File: config.mk
export PLATFORM = sky130hd
export DESIGN_NAME = mem_merge_arb
export DESIGN_NICKNAME = d
export VERILOG_FILES = /design/src/rtl/mem_merge_arb.sv
export SDC_FILE = /design/constraint.sdc
export NUM_CORES = 1
export LEC_CHECK = 0
export BUFFER_PORTS_ARGS = -buffer_cell sky130_fd_sc_hd__buf_4
export CORE_AREA = 2 2 674 676
export DETAILED_ROUTE_END_ITERATION = 16
export DIE_AREA = 0 0 676 678
export GPL_ROUTABILITY_DRIVEN = 1
export SLEW_MARGIN = 20
export SYNTH_ARGS = -nofsm -noshare
export SYNTH_HDL_FRONTEND = slang
export SYNTH_SLANG_ARGS = --single-unit
File: constraint.sdc
create_clock -name clk -period 1.9 [get_ports clk]
set_input_delay 0.38 -clock clk [delete_from_list [all_inputs] [get_ports clk]]
set_output_delay 0.38 -clock clk [all_outputs]
set_load 0.05 [all_outputs]
File: src/rtl/mem_merge_arb.sv
// N-master to 1-slave merge for the native valid/ready memory bus.
// Registered grant; IDLE doubles as the mandatory turnaround cycle between transactions.
module mem_merge_arb #(
  parameter  int N_MASTERS = 2,
  parameter  int ADDR_W    = 32,
  parameter  int DATA_W    = 256,
  parameter  int ARB_MODE  = 1,
  localparam int GW        = (N_MASTERS > 1) ? $clog2(N_MASTERS) : 1,
  localparam int SW        = DATA_W / 8
) (
  input  logic                     clk,
  input  logic                     rst,
  input  logic [N_MASTERS-1:0]     m_valid,
  input  logic [N_MASTERS*ADDR_W-1:0] m_addr,
  input  logic [N_MASTERS*DATA_W-1:0] m_wdata,
  input  logic [N_MASTERS*SW-1:0]  m_wstrb,
  output logic [N_MASTERS*DATA_W-1:0] m_rdata,
  output logic [N_MASTERS-1:0]     m_ready,
  output logic                     s_valid,
  output logic [ADDR_W-1:0]        s_addr,
  output logic [DATA_W-1:0]        s_wdata,
  output logic [SW-1:0]            s_wstrb,
  input  logic [DATA_W-1:0]        s_rdata,
  input  logic                     s_ready,
  output logic [GW-1:0]            grant_id
);

  typedef enum logic {IDLE, BUSY} state_t;

  state_t        state, nxt;
  logic [GW-1:0] grant, rr_ptr, win;
  logic          found, busy;
  int            idx;

  assign busy = (state == BUSY);

  // Search starts at rr_ptr in round-robin mode, at 0 in fixed-priority mode.
  always_comb begin
    win   = '0;
    found = 1'b0;
    idx   = 0;
    for (int k = 0; k < N_MASTERS; k++) begin
      idx = (ARB_MODE == 1) ? int'(rr_ptr) + k : k;
      if (idx >= N_MASTERS) idx = idx - N_MASTERS;
      if (!found && m_valid[idx]) begin
        found = 1'b1;
        win   = GW'(idx);
      end
    end
  end

  always_comb begin
    nxt = state;
    case (state)
      IDLE:    if (found)   nxt = BUSY;
      BUSY:    if (s_ready) nxt = IDLE;
      default: nxt = IDLE;
    endcase
  end

  always_ff @(posedge clk) begin
    if (rst) begin
      state  <= IDLE;
      grant  <= '0;
      rr_ptr <= '0;
    end else begin
      state <= nxt;
      if (state == IDLE && found) grant <= win;
      if (busy && s_ready && ARB_MODE == 1)
        rr_ptr <= (grant == GW'(N_MASTERS - 1)) ? '0 : grant + GW'(1);
    end
  end

  assign grant_id = grant;
  assign s_valid  = busy;
  assign s_addr   = busy ? m_addr[int'(grant)*ADDR_W +: ADDR_W]  : '0;
  assign s_wdata  = busy ? m_wdata[int'(grant)*DATA_W +: DATA_W] : '0;
  assign s_wstrb  = busy ? m_wstrb[int'(grant)*SW +: SW]         : '0;

  // Per-master return path: only the granted lane sees the slave response.
  for (genvar i = 0; i < N_MASTERS; i++) begin : g_lane
    logic sel;
    assign sel                      = busy && (grant == GW'(i));
    assign m_ready[i]               = sel && s_ready;
    assign m_rdata[i*DATA_W +: DATA_W] = sel ? s_rdata : '0;
  end

endmodule

Word-level counts from Yosys, hierarchy flattened
Index checks and enable logic that the tools add are counted.
Storage, ports and cells
  bits in registers: 3
  word-level logic and storage cells: 45
  output and inout port bits: 836
  ROM bits: 0
  memories: 0
  memory bits (writable): 0
  bits in latches: 0
  input port bits: 901
Operators by class
  order comparisons: 4
  shift operators: 3
  $add $sub $neg: 4
  multiply operators: 0
  divide/modulo/power cells: 0
  equality and inequality tests: 0
  multiplexer cells: 21
  reduce and logical (&&, ||, !) cells: 8
  bitwise gates (word level): 2
Operator list (number)
  two-way mux 256 bit: 3
  variable part select 512 x 10 -> 256 bit: 1
  two-way mux 32 bit: 4
  variable part select 64 x 7 -> 32 bit: 2
  less-than comparator 32 x 3 -> 1 bit (second input constant): 2
  two-way mux 1 bit: 13
  logical AND 1 bit: 7
  subtractor 1 x 2 -> 3 bit (second input constant): 1
  subtractor 2 x 2 -> 3 bit (second input constant): 1
  adder 1 x 1 -> 2 bit (second input constant): 1
  greater-or-equal comparator 1 x 2 -> 1 bit (second input constant): 1
  greater-or-equal comparator 2 bit (second input constant): 1
  NOT 1 bit: 2
  case mux 1 bit (2 select lines): 1
  adder 1 bit (second input constant): 1
  zero test 1 bit: 1

Longest topological paths before layout
Gate-level depths: netlist of run 1.
  word-level depth: 11
  depth in mapped cells: 6
  depth with buffers taken out: 3

Least setup slack after synthesis of run 1
OpenSTA, ideal clock, no wires.
  path kind: register to output
  from: register grant, in the netlist grant_id
  to: output port s_wdata[113]
  data arrival time: 2.031 ns
  path slack: -0.511 ns
  buffers on the path: 4
  cell stages (with the launch flop): 7
  data required time: 1.520 ns
  path through: dfxtp_1 -> buf_2 -> buf_6 -> buf_8 -> buf_8 -> mux2i_1 -> nor2_1
On the way
  word-level cells in the longest chain between the ends: 2
Ends and longest elaborated chain
  start, declared: line 31  | logic [GW-1:0] grant, rr_ptr, win;
  start signal, assigned: line 68  | if (state == IDLE && found) grant <= win;
  variable part select 512 x 10 -> 256 bit: line 77  | assign s_wdata = busy ? m_wdata[int'(grant)*DATA_W +: DATA_W] : '0;
  two-way mux 256 bit: line 77
  end, declared: line 21  | output logic [DATA_W-1:0] s_wdata,
No other way between the ends.

Worst setup path in the final report of run 1
  from: register grant, in the netlist grant_id
  to: output port m_rdata[193]
On the way
  word-level cells in the longest chain between the ends: 3
Ends and longest elaborated chain
  NOT 1 bit: line 83  | assign sel = busy && (grant == GW'(i));
  logical AND 1 bit: line 83
  two-way mux 256 bit: line 85  | assign m_rdata[i*DATA_W +: DATA_W] = sel ? s_rdata : '0;
  end, declared: line 17  | output logic [N_MASTERS*DATA_W-1:0] m_rdata,
No other way between the ends.

==> impl_results.md, run 1 <==
* DR vias at about 21,000
* Die area at between 0.4 and 0.5 sq mm
* Mapped Cells at approximately 1,300
* H-tree depth at 1
* Initial Util at under 10%
* Port Buf Inserts at around 1,700
* Clock slew seen by the registers of the worst setup and hold paths at roughly 0.03 ns
* Row count at between 200 and 250
* Worst-skew pair later-pin latency at between 0.2 and 0.25 ns
* Drt drc at 0
* I/O Pins at around 1,700
* Worst stage delay on the critical path at 0.35 ns
* DR pass1 iterations at 5
* Max FO, Critical Path at 7
* Initial antenna violation count at about 370
* Synth Area per Inst at 6.54 sq um
* CTS Buffer Depth at 2
* Worst R2R Setup Slack at -0.06 ns
* Die Span Y at 678 um
* Worst Tran Pin Value at around 0.52 ns
* Yosys cell types at 20
* Final Util at under 10%
* Worst-path cell chain: buf_12 > buf_16 > nor2_4 > buf_12 > buf_16 > clkbuf_16 > and2_2 > buf_12
* CP Class: flop to output pin
* Clock skew at about 0.00046 ns
* Flip-flop and latch area at approximately 68 sq um
* Seq/Total Area, Yosys at less than 1%
* Maximum clock frequency at a little over 400 MHz
* CTS tree: yes
* Cts-stage hold buffer count at 0
* Synth Register Bits at 3
* Most common cell on crit path: buf_12
* Cts bufs inserted at 3
* First-pass GRT wire length at roughly 420,000 um
* Outcome: finished with violations
* Synth warn at 0
* Core ar. at about 0.45 sq mm
* Non-filler instance count after layout at roughly 9,300
* Failing checks: negative setup slack
* Vias in the first global route at between 15,000 and 20,000
* Maxcap violations at 0
* Setup ws final at -0.532 ns
* Rel. slew slack at roughly 65%
* Dominant cell type by area after synthesis: mux2i_1
* Crit end category: output pin
* Worst VDD drop at 0.000168 V
* Commonest non-fill, non-tap cell in the layout: buf_4
* Global-route total usage across every layer at 15.8%
* WP data required at around 1.5 ns
* Area share of the largest cell type after synthesis at 37.0%
* Power per Cell Area at between 300 and 400 mW/mm^2
* Filler instances at roughly 53,000
* Final critical-path share of the clock period at 128%
* Post-Syn Nets at about 2,200
* Sink Count at 3
* Startpoint Class: flop
* Multi-input gate area at ~0.011 sq mm
* DR vias/cell at between 2 and 2.5
* Die Wd at 676 um
* Final GP Congestion at around 1.0
* Top cells by area in the synthesized netlist: mux2i_1 37%, and2_1 19%, and3_1 19%
* Final setup fails at between 800 and 900
* DR WL/cell at 41.0 um
* WHS at between 0.3 and 0.4 ns
* Share of layout cells above drive strength 1 at 89.5%
* Post-DP HPWL at approximately 360,000 um
* Post-Place Cells at ~9,200
* RSZ-0062 raised after global routing: true
* Power Total at ~16,000 uW
* Iter 0 DRT Violations at around 1,300
* Mapped cell area at just under 0.009 sq mm
* Commonest cells after routing, fill and taps aside: 1,535 x buf_4, 237 x and3_2, 228 x buf_12, 186 x mux2i_1, 155 x nor2_4
* HP Class: primary input to flop
* Post-DRT Antenna Nets at 0
* Drt total wl at between 300,000 and 400,000 um
* CP max-delay cell: dfxtp_4
* LEAKAGE at between 0.015 and 0.02 uW
* Area Growth Syn to Fin at 365%
* Largest net degree at the start of global routing at 74
* Fin nets at 4,172
* Final hold vios at 0
* Slew Limit Fails at 0
* Critical path data arrival time at 2.05 ns
* Final Critical Period at 2.43 ns
* Global route total overflow at 0
* Clock root buffer: clkbuf_16
registers in the layout, summed over array words and instances (netlist names):
register	flops
rr_ptr	1
grant_id	1
s_valid	1
final cells by class:
type                            instances  share of cell area (%)
Timing Repair Buffer                 2099                    52.7
Antenna cell                           70                   0.435
Sequential cell                         3                   0.168
Tap cell                             5976                    18.6
Multi-Input combinational cell       1162                    27.9
Inverter                                2                  0.0497
Clock buffer                            4                   0.196
critical path, delay by kind of cell, from the launching register on:
kind          cells  cell delay (ns)
simple gates      2             0.34
flops             1             0.35
buf+inv           6             1.01
synth_stat cells:
library cell	instances
mux2i_1	320
nor2_1	320
and2_1	257
and3_1	257
clkbuf_1	50
clkbuf_2	47
buf_2	21
buf_4	16
buf_8	11
buf_6	9
buf_1	3
dfxtp_1	3
a21oi_1	2
nor3_1	2
a211oi_1	1
inv_1	1
inv_2	1
nor2_4	1
o211ai_1	1
o21ai_0	1
final timing paths:
path	endpoint	from	depth (start not counted)
min reg2reg	rr_ptr$_SDFFE_PP0P_	rr_ptr$_SDFFE_PP0P_	2
max reg2reg	grant_id$_SDFFE_PP0P_	grant_id$_SDFFE_PP0P_	9
max	m_rdata[193]	grant_id$_SDFFE_PP0P_	8
min	rr_ptr$_SDFFE_PP0P_	rst	2
power by group:
group	total (uW)	switching (uW)	internal, uW
Sequential	76.5	8.51	68.0
Combinational	15100	9160	5940
Clock	354	75.8	279
layer usage:
| layer | global-route usage [%] | up-vias | routed length [um] |
|---|---|---|---|
| met5 | 0 | - | 1560 |
| li1 | - | 8469 | - |
| met4 | 3.89 | 230 | 13300 |
| met2 | 26.2 | 1774 | 176000 |
| met3 | 12.3 | 661 | 65500 |
| met1 | 15.3 | 9766 | 126000 |
cells by family (layout without fill, tap and decap cells):
logic type      Yosys count  in the layout  share of synthesized area, %
simple gates            837            837                          51.2
flops                     3              3                         0.693
compound gates            5              5                         0.347
mux                     320            320                          37.0
other cells               0             70                             0
buf+inv                 159           2105                          10.8
per-stage QoR:
stage / area [sq um] / setup TNS, ns / setup WS [ns]
after floorplan: 10100 / -53.20 / -0.306
after global placement: 33900 / -140.01 / -0.716
after detailed placement: 33900 / -143.54 / -0.768
after CTS: 38300 / -364.33 / -0.614
after global routing: 40200 / -336.67 / -0.570
final: 40300 / -283.59 / -0.532
what timing repair did:
item                                    in CTS  in global routing
buffers inserted                            61                 27
resized for setup                          732                380
gates cloned                                23                 16
endpoints found under the setup margin     837                837
pin swaps                                   48                 75
Note: power is estimated with default switching activity, not from simulation.
==> run 2: changes to the inputs <==
Settings changed: GPL_TIMING_DRIVEN from default to 0.
==> impl_results.md, run 2 (same netlist as run 1, synthesis figures left out) <==
* Cell area after placement at ~0.03 sq mm
* Vias in the first global route at ~20,000
* Share of layout cells above drive strength 1 at between 80% and 90%
* Commonest cells after routing, fill and taps aside: 1,501 x buf_4, 227 x and3_2, 174 x mux2i_1, 167 x buf_6, 130 x buf_12
* Slew Limit Fails at 0
* Final critical-path share of the clock period at 136%
* RSZ-0062 raised after global routing: true
* Max FO, Critical Path at 10
* CP max-delay cell: mux2i_1
* Top delay family on crit path: buffers and inverters
* Failing checks: negative setup slack
* Port Buf Inserts at roughly 1,700
* Post-Place Cells at between 9,000 and 10,000
* CP Class: flop to output pin
* Power per Cell Area at between 400 and 500 mW/mm^2
* Final setup fails at roughly 830
* Commonest non-fill, non-tap cell in the layout: buf_4
* Non-filler instance count after layout at between 9,000 and 10,000
* Critical path data arrival time at 2.20 ns
* Area Growth Syn to Fin at 345%
* Clock slew seen by the registers of the worst setup and hold paths at approximately 0.03 ns
* Clock root buffer: clkbuf_16
* WP data required at 1.52 ns
* Final GP Congestion at between 0.9 and 1
* DR vias/cell at between 2 and 2.5
* First-pass GRT wire length at approximately 450,000 um
* CTS tree: yes
* Rel. slew slack at 45.6%
* Most common cell on crit path: buf_12
* Setup ws final at -0.681 ns
* DR vias at about 21,000
* Final Critical Period at around 2.6 ns
* Global-route total usage across every layer at 17.1%
* Outcome: finished with violations
* Clock skew at 0.000779 ns
* LEAKAGE at about 0.016 uW
* Post-DRT Antenna Nets at 0
* Filler instances at between 50,000 and 60,000
* Drt drc at 0
* Iter 0 DRT Violations at 1,564
* Initial antenna violation count at about 390
* Drt total wl at around 410,000 um
* Crit path buf inv count at 5
* Global route total overflow at 0
* Final hold vios at 0
* Initial Util at ~1.9%
* HP Class: primary input to flop
* DR pass1 iterations at 5
* Startpoint Class: flop
* Cts bufs inserted at 3
* Die Wd at around 680 um
* Fin nets at slightly above 4,000
* Cts-stage hold buffer count at 0
* CTS Buffer Depth at 2
* Die area at roughly 0.46 sq mm
* H-tree depth at 1
* Row count at roughly 250
* Maximum clock frequency at 388 MHz
* I/O Pins at 1,737
* Worst-path cell chain: buf_12 > buf_12 > buf_12 > buf_12 > mux2i_1 > nor2_2 > buf_4
* Worst VDD drop at around 0.00016 V
* Die Span Y at 678 um
* Post-DP HPWL at 384,000 um
* Worst-skew pair later-pin latency at between 0.2 and 0.25 ns
* DR WL/cell at ~44 um
* Sink Count at 3
* Core ar. at 0.451 sq mm
* Largest net degree at the start of global routing at 12
* Worst stage delay on the critical path at roughly 0.6 ns
* Crit end category: output pin
* Total negative slack at -343.48 ns
* Final Cell Area at between 0.03 and 0.04 sq mm
* Maxcap violations at 0
* Worst Tran Pin Value at between 0.7 and 0.8 ns
[run 2: cell types whose count changed in the layout (fill, tap and decap cells not counted), sizes merged]
cell,previous run,this run
clkinv,0,1
buf,2077,1941
clkbuf,17,101
inv,2,1
bufbuf,9,0
diode,70,116
[run 2: path summary, 6_finish.rpt]
| kind | start | end | slack, ns | depth (start not counted) |
|---|---|---|---|---|
| setup / recovery | grant_id$_SDFFE_PP0P_ | s_wdata[54] | -0.68 | 7 |
| hold / removal | rst | grant_id$_SDFFE_PP0P_ | 0.42 | 2 |
| setup reg to reg | grant_id$_SDFFE_PP0P_ | rr_ptr$_SDFFE_PP0P_ | 0.27 | 6 |
| hold reg to reg | rr_ptr$_SDFFE_PP0P_ | rr_ptr$_SDFFE_PP0P_ | 0.52 | 2 |
[run 2: final cells by class]
cell class | count | area, sq um | share of cell area (%)
multi-input cells | 1162 | 11100 | 28.8
repair buffers | 1885 | 17400 | 45.0
plain buffers | 153 | 2180 | 5.64
inverters | 2 | 33.8 | 0.0875
well taps | 5976 | 7480 | 19.4
flip-flops and latches | 3 | 65.1 | 0.169
diodes | 116 | 290 | 0.752
clock buffers | 4 | 78.8 | 0.204
[run 2: timing repair]
item / in CTS / in global routing
resized for setup: 792 / 634
gates cloned: 20 / 16
pin swaps: 29 / 53
setup endpoints to repair: 836 / 834
buffers inserted: 49 / 64
[run 2: layer usage]
layer	wire, um	global-route usage, %	up-vias
li1	-	-	8407
met1	145000	17.9	10000
met2	192000	28.7	1882
met3	59300	10.4	568
met4	13900	4.16	180
met5	1200	0	-
[run 2: worst register-to-register path, stage by stage (launching register included)]
cell       delay, ns
dfxtp_4         0.39
buf_12          0.16
buf_12          0.18
clkbuf_16       0.27
buf_4           0.14
and3_4          0.29
nor3_1          0.09
[run 2: stage by stage]
stage | hold WS, ns | total power [uW] | setup WS (ns) | util [%]
floorplan | 0.439 | 5580 | -0.306 | -
global placement | 0.506 | 12800 | -2.74 | 6.77
detailed placement | 0.506 | 12800 | -2.05 | 6.82
CTS | 0.419 | 14900 | -0.708 | 7.80
global route | 0.430 | 16000 | -0.673 | 8.51
finish | 0.420 | 15600 | -0.681 | 8.55
[run 2: power by group]
| group | switching, uW | internal [uW] |
|---|---|---|
| logic | 9730 | 5430 |
| registers | 6.72 | 68.5 |
| clock network | 62.5 | 277 |
